$ cat src/rtl/rs_pkg.sv
// Shared types, defaults and operand wakeup helper for the reservation station.
package rs_pkg;

  localparam int unsigned TAG_W = 5;
  localparam int unsigned DEPTH = 8;

  localparam logic [3:0]       OP_LW  = 4'b0100;
  localparam logic [3:0]       OP_SW  = 4'b0101;
  localparam logic [TAG_W-1:0] NO_TAG = '0;

  typedef struct packed {
    logic [TAG_W-1:0] tag;
    logic [15:0]      data;
    logic             valid;
  } rs_opnd_t;

  typedef struct packed {
    logic [3:0]       opcode;
    logic [2:0]       alu_op;
    logic [1:0]       cz;
    logic [15:0]      imm;
    logic [15:0]      pc;
    logic             alu_en;
    logic             mem_read;
    logic             mem_write;
    logic             reg_write;
    logic             branch;
    logic             jump;
    logic             cmp;
    logic [TAG_W-1:0] rrf_dest;
  } rs_payload_t;

  typedef struct packed {
    logic        valid;
    rs_payload_t pay;
    rs_opnd_t    a;
    rs_opnd_t    b;
  } rs_entry_t;

  typedef struct packed {
    rs_payload_t pay;
    logic [15:0] data_a;
    logic [15:0] data_b;
  } rs_issue_t;

  // Bus 1 has priority when both broadcasts carry the awaited tag.
  function automatic rs_opnd_t rs_wakeup(rs_opnd_t op,
                                         logic v1, logic [TAG_W-1:0] t1, logic [15:0] d1,
                                         logic v2, logic [TAG_W-1:0] t2, logic [15:0] d2);
    rs_opnd_t r;
    r = op;
    if (!op.valid && op.tag != NO_TAG) begin
      if (v1 && t1 == op.tag) begin
        r.data  = d1;
        r.valid = 1'b1;
      end else if (v2 && t2 == op.tag) begin
        r.data  = d2;
        r.valid = 1'b1;
      end
    end
    return r;
  endfunction

endpackage

$ cat src/rtl/rs_age_select.sv
// Age matrix over the station entries; grants the oldest ready entry one-hot.
module rs_age_select #(
  parameter int unsigned DEPTH = rs_pkg::DEPTH
) (
  input  logic             clk,
  input  logic             rst,
  input  logic [DEPTH-1:0] alloc_1_i,
  input  logic [DEPTH-1:0] alloc_2_i,
  input  logic [DEPTH-1:0] free_i,
  input  logic [DEPTH-1:0] ready_i,
  output logic [DEPTH-1:0] grant_o
);

  // age_q[i][j] set means entry i is older than entry j.
  logic [DEPTH-1:0] age_q [DEPTH];
  logic [DEPTH-1:0] age_d [DEPTH];
  logic             blocked;

  // Slot 2 is applied after slot 1 so it ends up younger than slot 1.
  always_comb begin
    for (int i = 0; i < int'(DEPTH); i++) begin
      for (int j = 0; j < int'(DEPTH); j++) begin
        age_d[i][j] = age_q[i][j];
        if (free_i[i])    age_d[i][j] = 1'b0;
        if (alloc_1_i[i]) age_d[i][j] = 1'b0;
        if (alloc_1_i[j]) age_d[i][j] = 1'b1;
        if (alloc_2_i[i]) age_d[i][j] = 1'b0;
        if (alloc_2_i[j]) age_d[i][j] = 1'b1;
      end
    end
  end

  always_comb begin
    grant_o = '0;
    blocked = 1'b0;
    for (int i = 0; i < int'(DEPTH); i++) begin
      blocked = 1'b0;
      for (int j = 0; j < int'(DEPTH); j++) begin
        if (j != i && ready_i[j] && age_q[j][i]) blocked = 1'b1;
      end
      grant_o[i] = ready_i[i] && !blocked;
    end
  end

  always_ff @(posedge clk) begin
    if (rst) begin
      for (int i = 0; i < int'(DEPTH); i++) age_q[i] <= '0;
    end else begin
      for (int i = 0; i < int'(DEPTH); i++) age_q[i] <= age_d[i];
    end
  end

endmodule

$ cat src/rtl/reservation_station.sv
// Unified reservation station: two-wide dispatch, CDB wakeup, oldest-ready issue.
module reservation_station #(
  parameter int unsigned DEPTH = rs_pkg::DEPTH,
  parameter int unsigned TAG_W = rs_pkg::TAG_W
) (
  input  logic             clk,
  input  logic             rst,
  input  logic             flush,
  input  logic             rs_valid_1,
  input  logic [3:0]       rs_opcode_1,
  input  logic [2:0]       rs_alu_op_1,
  input  logic [1:0]       rs_cz_1,
  input  logic [TAG_W-1:0] rs_tag_a_1,
  input  logic [TAG_W-1:0] rs_tag_b_1,
  input  logic [15:0]      rs_data_a_1,
  input  logic [15:0]      rs_data_b_1,
  input  logic             rs_valid_a_1,
  input  logic             rs_valid_b_1,
  input  logic [15:0]      rs_imm_1,
  input  logic [15:0]      rs_pc_1,
  input  logic             rs_alu_en_1,
  input  logic             rs_mem_read_1,
  input  logic             rs_mem_write_1,
  input  logic             rs_reg_write_1,
  input  logic             rs_branch_1,
  input  logic             rs_jump_1,
  input  logic             rs_cmp_1,
  input  logic [TAG_W-1:0] rs_rrf_dest_1,
  input  logic             rs_valid_2,
  input  logic [3:0]       rs_opcode_2,
  input  logic [2:0]       rs_alu_op_2,
  input  logic [1:0]       rs_cz_2,
  input  logic [TAG_W-1:0] rs_tag_a_2,
  input  logic [TAG_W-1:0] rs_tag_b_2,
  input  logic [15:0]      rs_data_a_2,
  input  logic [15:0]      rs_data_b_2,
  input  logic             rs_valid_a_2,
  input  logic             rs_valid_b_2,
  input  logic [15:0]      rs_imm_2,
  input  logic [15:0]      rs_pc_2,
  input  logic             rs_alu_en_2,
  input  logic             rs_mem_read_2,
  input  logic             rs_mem_write_2,
  input  logic             rs_reg_write_2,
  input  logic             rs_branch_2,
  input  logic             rs_jump_2,
  input  logic             rs_cmp_2,
  input  logic [TAG_W-1:0] rs_rrf_dest_2,
  input  logic             cdb_valid_1,
  input  logic [TAG_W-1:0] cdb_tag_1,
  input  logic [15:0]      cdb_data_1,
  input  logic             cdb_valid_2,
  input  logic [TAG_W-1:0] cdb_tag_2,
  input  logic [15:0]      cdb_data_2,
  output logic             rs_full,
  output logic             rs_has_one_slot,
  input  logic             iss_ready,
  output logic             iss_valid,
  output logic [3:0]       iss_opcode,
  output logic [15:0]      iss_data_a,
  output logic [15:0]      iss_data_b,
  output logic [15:0]      iss_imm,
  output logic [15:0]      iss_pc,
  output logic [TAG_W-1:0] iss_rrf_dest,
  output logic             iss_alu_en,
  output logic [2:0]       iss_alu_op,
  output logic             iss_mem_read,
  output logic             iss_mem_write,
  output logic             iss_reg_write,
  output logic             iss_branch,
  output logic             iss_jump,
  output logic [1:0]       iss_cz,
  output logic             iss_cmp
);
  import rs_pkg::*;

  localparam int unsigned CNT_W = $clog2(DEPTH + 1);

  rs_entry_t        entry_q [DEPTH];
  rs_entry_t        entry_d [DEPTH];
  rs_entry_t        new_1, new_2;
  rs_issue_t        iss_q, iss_d;
  logic             iss_valid_q, iss_valid_d;
  logic [CNT_W-1:0] count_q, count_d;
  logic             full_q, full_d, one_slot_q, one_slot_d;

  logic [DEPTH-1:0] free_vec, first_oh, second_oh, slot_2_oh;
  logic [DEPTH-1:0] alloc_1_oh, alloc_2_oh, ready_vec, grant_oh, issue_oh;
  logic             acc_1, acc_2, iss_load;

  always_comb begin
    new_1 = '0;
    new_1.valid         = 1'b1;
    new_1.pay.opcode    = rs_opcode_1;
    new_1.pay.alu_op    = rs_alu_op_1;
    new_1.pay.cz        = rs_cz_1;
    new_1.pay.imm       = rs_imm_1;
    new_1.pay.pc        = rs_pc_1;
    new_1.pay.alu_en    = rs_alu_en_1;
    new_1.pay.mem_read  = rs_mem_read_1;
    new_1.pay.mem_write = rs_mem_write_1;
    new_1.pay.reg_write = rs_reg_write_1;
    new_1.pay.branch    = rs_branch_1;
    new_1.pay.jump      = rs_jump_1;
    new_1.pay.cmp       = rs_cmp_1;
    new_1.pay.rrf_dest  = rs_rrf_dest_1;
    new_1.a = '{tag: rs_tag_a_1, data: rs_data_a_1, valid: rs_valid_a_1};
    new_1.b = '{tag: rs_tag_b_1, data: rs_data_b_1, valid: rs_valid_b_1};
    new_1.a = rs_wakeup(new_1.a, cdb_valid_1, cdb_tag_1, cdb_data_1,
                        cdb_valid_2, cdb_tag_2, cdb_data_2);
    new_1.b = rs_wakeup(new_1.b, cdb_valid_1, cdb_tag_1, cdb_data_1,
                        cdb_valid_2, cdb_tag_2, cdb_data_2);
  end

  always_comb begin
    new_2 = '0;
    new_2.valid         = 1'b1;
    new_2.pay.opcode    = rs_opcode_2;
    new_2.pay.alu_op    = rs_alu_op_2;
    new_2.pay.cz        = rs_cz_2;
    new_2.pay.imm       = rs_imm_2;
    new_2.pay.pc        = rs_pc_2;
    new_2.pay.alu_en    = rs_alu_en_2;
    new_2.pay.mem_read  = rs_mem_read_2;
    new_2.pay.mem_write = rs_mem_write_2;
    new_2.pay.reg_write = rs_reg_write_2;
    new_2.pay.branch    = rs_branch_2;
    new_2.pay.jump      = rs_jump_2;
    new_2.pay.cmp       = rs_cmp_2;
    new_2.pay.rrf_dest  = rs_rrf_dest_2;
    new_2.a = '{tag: rs_tag_a_2, data: rs_data_a_2, valid: rs_valid_a_2};
    new_2.b = '{tag: rs_tag_b_2, data: rs_data_b_2, valid: rs_valid_b_2};
    new_2.a = rs_wakeup(new_2.a, cdb_valid_1, cdb_tag_1, cdb_data_1,
                        cdb_valid_2, cdb_tag_2, cdb_data_2);
    new_2.b = rs_wakeup(new_2.b, cdb_valid_1, cdb_tag_1, cdb_data_1,
                        cdb_valid_2, cdb_tag_2, cdb_data_2);
  end

  // Free status is taken from the registered state, so an entry issued this
  // cycle only becomes allocatable next cycle.
  always_comb begin
    free_vec  = '0;
    ready_vec = '0;
    first_oh  = '0;
    second_oh = '0;
    for (int i = 0; i < int'(DEPTH); i++) begin
      free_vec[i]  = !entry_q[i].valid;
      ready_vec[i] = entry_q[i].valid && entry_q[i].a.valid && entry_q[i].b.valid;
    end
    for (int i = 0; i < int'(DEPTH); i++) begin
      if (free_vec[i]) begin
        if (first_oh == '0)       first_oh[i]  = 1'b1;
        else if (second_oh == '0) second_oh[i] = 1'b1;
      end
    end
  end

  always_comb begin
    slot_2_oh  = rs_valid_1 ? second_oh : first_oh;
    acc_1      = rs_valid_1 && !flush && (first_oh != '0);
    acc_2      = rs_valid_2 && !flush && (slot_2_oh != '0);
    alloc_1_oh = acc_1 ? first_oh : '0;
    alloc_2_oh = acc_2 ? slot_2_oh : '0;
    iss_load   = !flush && (!iss_valid_q || iss_ready) && (ready_vec != '0);
    issue_oh   = iss_load ? grant_oh : '0;
  end

  rs_age_select #(
    .DEPTH(DEPTH)
  ) u_age_select (
    .clk       (clk),
    .rst       (rst),
    .alloc_1_i (alloc_1_oh),
    .alloc_2_i (alloc_2_oh),
    .free_i    (issue_oh),
    .ready_i   (ready_vec),
    .grant_o   (grant_oh)
  );

  always_comb begin
    for (int i = 0; i < int'(DEPTH); i++) begin
      entry_d[i] = entry_q[i];
      if (entry_q[i].valid) begin
        entry_d[i].a = rs_wakeup(entry_q[i].a, cdb_valid_1, cdb_tag_1, cdb_data_1,
                                 cdb_valid_2, cdb_tag_2, cdb_data_2);
        entry_d[i].b = rs_wakeup(entry_q[i].b, cdb_valid_1, cdb_tag_1, cdb_data_1,
                                 cdb_valid_2, cdb_tag_2, cdb_data_2);
      end
      if (issue_oh[i])   entry_d[i].valid = 1'b0;
      if (alloc_1_oh[i]) entry_d[i] = new_1;
      if (alloc_2_oh[i]) entry_d[i] = new_2;
      if (flush)         entry_d[i].valid = 1'b0;
    end
  end

  // Operand data comes from storage only; a same-cycle broadcast is not forwarded.
  always_comb begin
    iss_d = iss_q;
    if (iss_load) begin
      iss_d = '0;
      for (int i = 0; i < int'(DEPTH); i++) begin
        if (grant_oh[i]) begin
          iss_d.pay    = entry_q[i].pay;
          iss_d.data_a = entry_q[i].a.data;
          iss_d.data_b = entry_q[i].b.data;
        end
      end
    end
    if (flush)         iss_valid_d = 1'b0;
    else if (iss_load) iss_valid_d = 1'b1;
    else if (iss_ready) iss_valid_d = 1'b0;
    else               iss_valid_d = iss_valid_q;
  end

  always_comb begin
    if (flush) count_d = '0;
    else count_d = count_q + CNT_W'(acc_1) + CNT_W'(acc_2) - CNT_W'(iss_load);
    full_d     = (count_d == CNT_W'(DEPTH));
    one_slot_d = (count_d == CNT_W'(DEPTH - 1));
  end

  always_ff @(posedge clk) begin
    if (rst) begin
      for (int i = 0; i < int'(DEPTH); i++) entry_q[i] <= '0;
      iss_q       <= '0;
      iss_valid_q <= 1'b0;
      count_q     <= '0;
      full_q      <= 1'b0;
      one_slot_q  <= 1'b0;
    end else begin
      for (int i = 0; i < int'(DEPTH); i++) entry_q[i] <= entry_d[i];
      iss_q       <= iss_d;
      iss_valid_q <= iss_valid_d;
      count_q     <= count_d;
      full_q      <= full_d;
      one_slot_q  <= one_slot_d;
    end
  end

  // Dispatch must never overrun the free entries.
  always_ff @(posedge clk) begin
    if (!rst && !flush) begin
      assert ((!rs_valid_1 || acc_1) && (!rs_valid_2 || acc_2));
    end
  end

  assign rs_full         = full_q;
  assign rs_has_one_slot = one_slot_q;
  assign iss_valid       = iss_valid_q;
  assign iss_opcode      = iss_q.pay.opcode;
  assign iss_data_a      = iss_q.data_a;
  assign iss_data_b      = iss_q.data_b;
  assign iss_imm         = iss_q.pay.imm;
  assign iss_pc          = iss_q.pay.pc;
  assign iss_rrf_dest    = iss_q.pay.rrf_dest;
  assign iss_alu_en      = iss_q.pay.alu_en;
  assign iss_alu_op      = iss_q.pay.alu_op;
  assign iss_mem_read    = iss_q.pay.mem_read;
  assign iss_mem_write   = iss_q.pay.mem_write;
  assign iss_reg_write   = iss_q.pay.reg_write;
  assign iss_branch      = iss_q.pay.branch;
  assign iss_jump        = iss_q.pay.jump;
  assign iss_cz          = iss_q.pay.cz;
  assign iss_cmp         = iss_q.pay.cmp;

endmodule

$ cat config.mk
export PLATFORM = sky130hd
export DESIGN_NAME = reservation_station
export DESIGN_NICKNAME = d
export VERILOG_FILES = /design/src/rtl/rs_pkg.sv /design/src/rtl/rs_age_select.sv /design/src/rtl/reservation_station.sv
export SDC_FILE = /design/constraint.sdc
export NUM_CORES = 2
export LEC_CHECK = 0
export CORE_MARGIN = 2
export CORE_UTILIZATION = 45
export CTS_BUF_LIST = sky130_fd_sc_hd__clkbuf_4 sky130_fd_sc_hd__clkbuf_8
export DETAILED_ROUTE_END_ITERATION = 6
export SLEW_MARGIN = 20
export SYNTH_ARGS = -nofsm -noshare
export SYNTH_HDL_FRONTEND = slang
export SYNTH_HIERARCHICAL = 1
export SYNTH_SLANG_ARGS = --single-unit
$ cat constraint.sdc
create_clock -name clk -period 6.82 [get_ports clk]
set_input_delay 1.364 -clock clk [delete_from_list [all_inputs] [get_ports clk]]
set_output_delay 1.364 -clock clk [all_outputs]
set_load 0.01 [all_outputs]
==> results.sh <==
export IMPL_status="finished, violations left"
export IMPL_violations="DRC"
export IMPL_ys_flop_type="dfxtp_1"
export IMPL_synth_area_leaders="dfxtp_1, nand2_1, a311oi_1"
export IMPL_cts_buffers=168
export IMPL_whs_ns=0.4635
export IMPL_slew_viol_final=0
export IMPL_syn_area_per_cell_um2=7.725
export IMPL_cp_endpoint="entry_q[0][132]$_SDFFE_PP0P_"
export IMPL_synth_warnings=6
export IMPL_cts_hold_buf=0
export IMPL_timing_fmax_mhz=217.9
export IMPL_antenna_found_initial=14
export IMPL_period_minus_slack_ns=4.589
export IMPL_place_congestion=0.9417
export IMPL_vias_per_cell=6.559
export IMPL_ctsResizeCount=0
export IMPL_leakagePower_nw=20.50
export IMPL_grt_usage_pct=36.64
export IMPL_path_class="flop to flop"
export IMPL_clock_skew_ns=0.05409
export IMPL_io_pins=332
export IMPL_yosysSeqAreaShare_pct=34.31
export IMPL_netlist_area_mm2=0.05439
export IMPL_clockBufferDepth=3
export IMPL_hpwl_mm=134.5
export IMPL_nets=7079
export IMPL_relSlewSlack_pct=13.57
export IMPL_rsz0062_at_grt="no"
export IMPL_grt_max_degree=213
export IMPL_yosysTopAreaCellShare_pct=34.31
export IMPL_synth_edff_count=0
export IMPL_coreArea_mm2=0.1200
export IMPL_drv_cap=0
export IMPL_cts_setup_buffers=0
export IMPL_r2r_start="entry_q[0][97]$_SDFFE_PP0P_"
export IMPL_worstPathArrival_ns=5.28
export IMPL_setup_viol=0
export IMPL_drcViolationCount=5
export IMPL_clk_pin_slew_ns=0.06
export IMPL_die_h_um=351.6
export IMPL_reg2reg_depth=7
export IMPL_ys_types=91
export IMPL_r2r_setup_slack_ns=2.23
export IMPL_cts_tree="done"
export IMPL_hold_viol_final=0
export IMPL_routed_wl_mm=234.2
export IMPL_clock_sink_count=932
export IMPL_grt_overflow_total=0
export IMPL_die_area_mm2=0.1237
export IMPL_initial_core_util_pct=45.33
export IMPL_fin_crit_sh_pct=67.29
export IMPL_grt_pass1_wl_mm=345.3
export IMPL_tightest_slew_ns=1.293
export IMPL_area_growth_pct=11.80
export IMPL_peakVddDrop_v=0.0001956
export IMPL_setup_tns_ns=0
export IMPL_final_antenna_net_count=0
export IMPL_start_kind="flop"
export IMPL_fin_area_mm2=0.06080
export IMPL_drt_initial_drc_count=6815
export IMPL_cp_required_ns=7.51
export IMPL_powerDensity_mw_per_mm2=202.1
export IMPL_layout_drive_gt1_share_pct=10.52
export IMPL_crit_fanout=39
export IMPL_synthesis_nets=7292
export IMPL_hold_class="flop to flop"
export IMPL_critPathLaunch="entry_q[0][97]$_SDFFE_PP0P_"
export IMPL_first_global_vias=53620
export IMPL_die_x_um=351.6
export IMPL_place_area_mm2=0.05749
export IMPL_hp_start="entry_q[1][296]$_SDFFE_PP0P_"
export IMPL_vias=56130
export IMPL_postSynthCellCount=7040
export IMPL_wl_per_cell_um=27.37
export IMPL_timing_rr_end="entry_q[0][132]$_SDFFE_PP0P_"
export IMPL_synth_largest_area_cell="dfxtp_1"
export IMPL_ys_ff_latch=932
export IMPL_fp_row_count=127
export IMPL_insertion_delay_ns=0.90
export IMPL_io_buffers=331
export IMPL_first_pass_iters=7
export IMPL_ctsRootBufferMaster="clkbuf_8"
export IMPL_crit_path_end_kind="flop"
export IMPL_dp_cells=8269
export IMPL_htreeDepth=4
export IMPL_layoutNonFillerInstCount=8558
export IMPL_async_flop_share_pct=0
==> cells by family after synthesis <==
family	Yosys count	share of synthesized area (%)
AOI/OAI and AO/OA	2032	27.08
xor gates and xnor gates	205	3.301
adders and majority gates	9	0.2301
buffers and inverters	1086	8.409
DFF	932	34.31
muxes	428	8.466
and+or+nand+nor	2348	18.21
==> per-layer routing <==
metal | track usage [%] | routed length [µm] | part of all wire, %
met1 | 46.50 | 92020 | 39
met3 | 7.991 | 24770 | 11
met5 | 0.1570 | 130 | 0.056
met4 | 23.76 | 16300 | 7.0
met2 | 56.09 | 101000 | 43
==> synth_stat cells, types with 9 or more instances <==
master / number
a211o_1: 86
a21oi_1: 495
a221o_1: 111
a221oi_1: 191
a22oi_1: 112
a22oi_2: 10
a311oi_1: 441
a31oi_1: 94
and3_1: 43
and4_1: 9
buf_1: 56
buf_2: 111
buf_4: 22
buf_6: 26
clkbuf_1: 605
clkbuf_2: 38
dfxtp_1: 932
inv_1: 211
inv_2: 12
mux2_2: 166
mux2_4: 22
mux2i_1: 238
nand2_1: 1320
nand2b_1: 16
nand3_1: 46
nand3b_1: 88
nor2_1: 682
nor3_1: 27
nor4_1: 39
o211a_1: 18
o211ai_1: 24
o21ai_0: 242
o21ai_1: 23
o221ai_1: 31
o22ai_1: 46
o2bb2ai_1: 49
or4_1: 12
xnor2_1: 52
xor2_1: 153
==> flip-flops by register name (all words and copies together) (netlist names), 2 cells and up <==
signal / cells
iss_pc: 16
iss_data_b: 16
iss_alu_op: 3
entry_q: 784
iss_data_a: 16
iss_opcode: 4
iss_rrf_dest: 5
iss_cz: 2
iss_imm: 16
u_age_select/age_q: 56
count_q: 4
==> worst max-delay path, cell delays in order (launching register included) <==
cell and delay, ns:
dfxtp_1 0.52, ha_1 0.48, nand4_2 0.33, o21ai_1 0.48, or2_4 0.64, clkinv_2 0.55
nor3_4 1.10, a221oi_1 0.24
==> placed cells by master, fill, tap and decap left out, drive strengths merged, types with 10 or more instances in the layout <==
cell,netlist,routed
a211o,86,86
a21oi,495,495
a221o,111,111
a221oi,199,199
a22oi,122,122
a311oi,441,441
a31oi,94,94
and2,10,10
and3,43,43
buf,217,147
clkbuf,643,260
clkdlybuf4s50,0,330
clkinv,3,15
dfxtp,932,932
inv,223,225
mux2,190,190
mux2i,238,238
nand2,1323,1323
nand2b,16,16
nand3,47,47
nand3b,88,88
nor2,686,686
nor3,37,37
nor4,43,43
o211a,18,18
o211ai,24,24
o21ai,269,269
o221ai,31,31
o22ai,47,47
o2bb2ai,49,49
or4,12,12
xnor2,52,52
xor2,153,153
==> layout make-up <==
cell class                 instances  area [µm²]
fill                           11510       59170
multi-input combinational       5022       31350
sequential                       932       18660
timing repair buffer             477        4597
clock buffer                     260        3134
tap                             1612        2017
inverter                         226       867.1
clock inverter                    21       161.4
antenna                            8       20.02
==> worst min path at each step <==
stage,end,slack [ns],cells after the start
finish,iss_data_b[1]$_SDFFE_PP0P_,0.46,2
global route,entry_q[0][136]$_SDFFE_PP0P_,0.49,2
CTS,entry_q[1][309]$_SDFFE_PP0P_,0.47,2
detailed placement,entry_q[1][309]$_SDFFE_PP0P_,0.45,2
global placement,entry_q[0][128]$_SDFFE_PP0P_,0.45,2
floorplan,entry_q[1][309]$_SDFFE_PP0P_,0.42,2
==> power by group <==
group	switching [W]	total [W]	internal [W]	leakage, nW
Combinational	0.000796	0.00123	0.000431	11.2
Sequential	0.0000716	0.00563	0.00556	7.54
Clock	0.00252	0.00543	0.00290	1.75
Total	0.00339	0.0123	0.00890	20.5
==> stage by stage <==
step | utilization (%) | setup slack [ns] | power, W
after floorplan | - | 2.758 | 0.006461
after global routing | 50.67 | 2.201 | 0.01265
final | 50.68 | 2.231 | 0.01229
after global placement | 47.91 | 1.694 | 0.006914
after CTS | 50.66 | 2.501 | 0.01229
after detailed placement | 47.92 | 1.618 | 0.006928
Note: power is estimated with default switching activity, not from simulation.
